<file path="src/rtl/pipe_stage_latch_pkg.sv">
// Shared pipeline definitions: default field widths and write-back control bit positions.
package pipe_stage_latch_pkg;

  localparam int CTRL_W_DEF = 2;
  localparam int DATA_W_DEF = 32;
  localparam int REG_W_DEF  = 5;

  // Write-back control field bit positions.
  localparam int WB_REG_WRITE  = 0;
  localparam int WB_MEM_TO_REG = 1;

  function automatic int payload_w(input int ctrl_w, input int data_w, input int reg_w);
    return ctrl_w + 2 * data_w + reg_w;
  endfunction

endpackage

</file>
<file path="src/rtl/pipe_payload_reg.sv">
// Payload register with synchronous load and clear; clear wins over load.
module pipe_payload_reg #(
  parameter int W = 8
) (
  input  logic         clock,
  input  logic         reset,
  input  logic         clear,
  input  logic         load,
  input  logic [W-1:0] d,
  output logic [W-1:0] q
);

  always_ff @(posedge clock) begin
    if (reset || clear) begin
      q <= '0;
    end else if (load) begin
      q <= d;
    end
  end

endmodule

</file>
<file path="src/rtl/pipe_stage_latch.sv">
// Two-entry skid-buffered pipeline latch between memory and write-back.
module pipe_stage_latch
  import pipe_stage_latch_pkg::*;
#(
  parameter int CTRL_W = CTRL_W_DEF,
  parameter int DATA_W = DATA_W_DEF,
  parameter int REG_W  = REG_W_DEF
) (
  input  logic              clock,
  input  logic              reset,
  input  logic              flush,
  input  logic              in_valid,
  output logic              in_ready,
  input  logic [CTRL_W-1:0] ctrl_in,
  input  logic [DATA_W-1:0] mem_in,
  input  logic [DATA_W-1:0] alu_in,
  input  logic [REG_W-1:0]  rw_in,
  output logic              out_valid,
  input  logic              out_ready,
  output logic [CTRL_W-1:0] ctrl_out,
  output logic [DATA_W-1:0] mem_out,
  output logic [DATA_W-1:0] alu_out,
  output logic [REG_W-1:0]  rw_out,
  output logic [1:0]        occupancy
);

  localparam int PW = payload_w(CTRL_W, DATA_W, REG_W);

  logic          main_valid, skid_valid, in_ready_q;
  logic [1:0]    occ_q;
  logic [PW-1:0] in_pl, main_pl, skid_pl, main_d;
  logic          in_xfer, out_xfer, move_skid, load_main, load_skid;
  logic          main_n, skid_n, main_ld, main_clr, skid_clr;

  assign in_pl = {ctrl_in, mem_in, alu_in, rw_in};

  always_comb begin
    in_xfer   = in_valid & in_ready_q;
    out_xfer  = main_valid & out_ready;
    move_skid = out_xfer & skid_valid;
    // in_xfer implies the skid is empty, so a draining main can take the new beat directly.
    load_main = in_xfer & (~main_valid | out_xfer);
    load_skid = in_xfer & main_valid & ~out_xfer;
    main_n    = move_skid | load_main | (main_valid & ~out_xfer);
    skid_n    = load_skid | (skid_valid & ~out_xfer);
    if (flush) begin
      main_n = 1'b0;
      skid_n = 1'b0;
    end
    main_ld  = load_main | move_skid;
    main_d   = move_skid ? skid_pl : in_pl;
    // Zeroing main whenever it goes empty keeps ctrl_out a bubble while out_valid is low.
    main_clr = ~main_n;
    skid_clr = flush | move_skid;
  end

  always_ff @(posedge clock) begin
    if (reset) begin
      main_valid <= 1'b0;
      skid_valid <= 1'b0;
      in_ready_q <= 1'b1;
      occ_q      <= 2'd0;
    end else begin
      main_valid <= main_n;
      skid_valid <= skid_n;
      in_ready_q <= ~skid_n;
      occ_q      <= {1'b0, main_n} + {1'b0, skid_n};
    end
  end

  pipe_payload_reg #(.W(PW)) u_main (
    .clock (clock),
    .reset (reset),
    .clear (main_clr),
    .load  (main_ld),
    .d     (main_d),
    .q     (main_pl)
  );

  pipe_payload_reg #(.W(PW)) u_skid (
    .clock (clock),
    .reset (reset),
    .clear (skid_clr),
    .load  (load_skid),
    .d     (in_pl),
    .q     (skid_pl)
  );

  assign {ctrl_out, mem_out, alu_out, rw_out} = main_pl;
  assign out_valid = main_valid;
  assign in_ready  = in_ready_q;
  assign occupancy = occ_q;

endmodule

</file>
<file path="config.mk">
export PLATFORM = sky130hd
export DESIGN_NAME = pipe_stage_latch
export DESIGN_NICKNAME = d
export VERILOG_FILES = /design/src/rtl/pipe_stage_latch_pkg.sv /design/src/rtl/pipe_payload_reg.sv /design/src/rtl/pipe_stage_latch.sv
export SDC_FILE = /design/constraint.sdc
export NUM_CORES = 1
export LEC_CHECK = 0
export CAP_MARGIN = 20
export CORE_ASPECT_RATIO = 1.4
export CORE_MARGIN = 4
export CORE_UTILIZATION = 52
export DETAILED_ROUTE_END_ITERATION = 8
export PLACE_DENSITY = 0.84
export SETUP_SLACK_MARGIN = 0.4
export SLEW_MARGIN = 40
export SYNTH_ARGS = -nofsm -noshare
export SYNTH_HDL_FRONTEND = slang
export SYNTH_SLANG_ARGS = --single-unit
</file>
<file path="constraint.sdc">
create_clock -name clock -period 2.9 [get_ports clock]
set_input_delay 0.29 -clock clock [delete_from_list [all_inputs] [get_ports clock]]
set_output_delay 0.29 -clock clock [all_outputs]
set_load 0.02 [all_outputs]
</file>
==> run metrics <==
clk_lat worst skew=420 ps; syn_nets=657; vias in the first global route=a little under 5000; final clock skew=roughly 10 ps; Die ar.=between 10000 and 15000 µm²; Placed Cells=around 830; initial core utilization=0.534; clk root buf=clkbuf_16; crit path kind=flip-flop to flip-flop; worst hold path class=input pin to flip-flop; Slew @ Worst Pin=796 ps; CP Capture Type=flip-flop; post-route DRC violation count=0; Non-Filler Instances=863; worst hold path startpoint=mem_in[2]; pwr dens=~600 nW/µm²; Die H=130 µm; VDD IR max=between 0.6 and 0.7 mV; fin nets=roughly 800; Worst-path clk slew=~60 ps; final setup vio count=0; largest net degree at the start of global routing=54; #FFs+latches synth=between 100 and 150; run status=finished, final reports clean; synth warn=0; cell count after synthesis=581; Mapped Area=5560 µm²; power consumption=0.00465 W; Avg Inst Size Synth=~9.6 µm²; Remaining Overflow, GRT=0; area grow syn2layout=39.7%; gp weighted congestion=0.765; top post-synthesis cells by area=dfxtp_1 (53%), mux2i_1 (12%), o2bb2ai_1 (11%), nand2_1 (9.8%), a21oi_1 (6.5%); fmax=0.465 GHz; CTS max path bufs=2; relative slew slack=0.467; Core ar.=10400 µm²; sequential share of the synthesized area=0.530; post-synth top area share=0.530; Post-CTS Hold Buffers=0; Slew Limit Fails=0; Iter 0 DRT Violations=310; Yosys top cell by area=dfxtp_1; reg-to-reg startpoint=out_valid; Pleak=around 3.1 nW; die width=approximately 95 µm; number of port buffers=150; CP Max Fanout=33; Wirelength per Cell=17.7 µm; CP arrival=about 2500 ps; final-report hold violation count=0; top-level I/O count=151; clk sinks=147; required time worst endpoint=3240 ps; crit start category=flip-flop; initial antenna violation count=0; Critical path buffers and inverters=1; Rows=44; drt pass-1 iters=5; post-DP HPWL=~10 mm; delay of the slowest critical-path stage=770 ps; Setup TNS=0 ps; Num CTS Buffers=17; TritonCTS clock tree=done; Period minus WS final=2150 ps; fin crit share=0.742; via/cell ratio=5.57; ant diodes=0; antenna viol nets, final=0; Critical Path Start=out_valid; Unique masters post-synth=29; share of layout cells above drive strength 1=0.0676; crit-path cells=a22oi_1 > or3_2 > buf_4 > o2bb2ai_1; drt total wl=15.2 mm; critical path's slowest cell=or3_2; PostCTS Resize Cnt=0; post-CTS setup buffers=0; first-pass GRT wire length=roughly 24 mm; Crit path max-delay family=simple AND/OR/NAND/NOR gates; max_cap viols=0; gr usage total=0.249; via count=4803; htree depth=4; RSZ-0062 raised after global routing=false
worst register-to-register path, cell delays in order, from the launching register on:
cell	delay (ps)
dfxtp_1	580
a22oi_1	180
or3_2	770
buf_4	360
o2bb2ai_1	200
synthesized netlist by cell type:
cell type  instances
nand4b_1           1
inv_1              2
a22oi_1            1
a21oi_1           72
a311oi_1           2
or3_1              1
or2_1              1
a31oi_1            1
and4b_1            1
o2bb2ai_1         69
mux2i_1           69
buf_2              9
nor2_1             3
o2111ai_1          2
o21a_1             1
nand2_1          145
nand3_1            1
nand2b_1           3
dfxtp_1          147
o22ai_1            1
and3_1             1
o21ai_0            2
nor2b_1            3
buf_1              1
buf_4              1
clkbuf_1          36
a211oi_1           1
a211o_1            1
buf_6              3
cell families (layout without fill, tap and decap cells):
logic type	count (synthesis)	after routing	share of synthesized area
AOI/OAI and AO/OA	153	153	0.190
muxes	69	69	0.124
DFF	147	147	0.530
buffers and inverters	52	196	0.0419
and+or+nand+nor	160	160	0.114
report_power, final:
| part | internal [W] | switching (W) |
|---|---|---|
| Clock | 0.00142 | 0.000798 |
| Sequential | 0.00206 | 0.0000240 |
| Combinational | 0.000180 | 0.000166 |
| Total | 0.00366 | 0.000988 |
per-stage QoR:
| stage | cell area, µm² | hold WS (ps) | util | setup WS, ps |
|---|---|---|---|---|
| 6_report | 7760 | 449 | 0.746 | 749 |
| 5_1_grt | 7760 | 455 | 0.746 | 573 |
| 4_1_cts | 7760 | 441 | 0.746 | 744 |
| 3_5_place_dp | 7140 | 446 | 0.687 | 353 |
| 3_3_place_gp | 7140 | 441 | 0.687 | 430 |
| 2_1_floorplan | 5560 | 426 | - | 1220 |
path summary, 6_finish.rpt:
| path | end | slack (ps) | depth (start not counted) |
|---|---|---|---|
| setup / recovery | u_main.q[32] | 750 | 4 |
| setup reg to reg | u_main.q[32] | 750 | 4 |
| hold / removal | u_skid.q[39] | 450 | 3 |
| hold reg to reg | u_skid.q[34] | 450 | 2 |
state kept, by name, summed over array words and instances, names as in the netlist:
register    flops
u_main.q       71
u_skid.q       71
occupancy       2
in_ready        1
out_valid       1
skid_valid      1
cells in the final DEF, fill, tap and decap left out, drive strengths merged, types with 3 or more instances in the layout:
master and instances:
nand2b 3, clkinv 5, buf 12, o2bb2ai 69
dfxtp 147, clkbuf 24, mux2i 69, a21oi 72
nor2 3, nor2b 3, clkdlybuf4s50 150, nand2 145
layout make-up:
cell class	count	area (µm²)
clock buffers	24	522
clock inverters	8	96.3
fillers	732	2640
inverters	2	7.51
multi-input cells	382	2400
flip-flops and latches	147	2940
well taps	138	173
repair buffers	162	1620
layer usage:
metal / wire length, µm / global-route usage
met1: 6000 / 0.285
met2: 8090 / 0.441
met3: 889 / 0.0606
met4: 263 / 0.0960
met5: 0 / 0
Note: power is estimated with default switching activity, not from simulation.
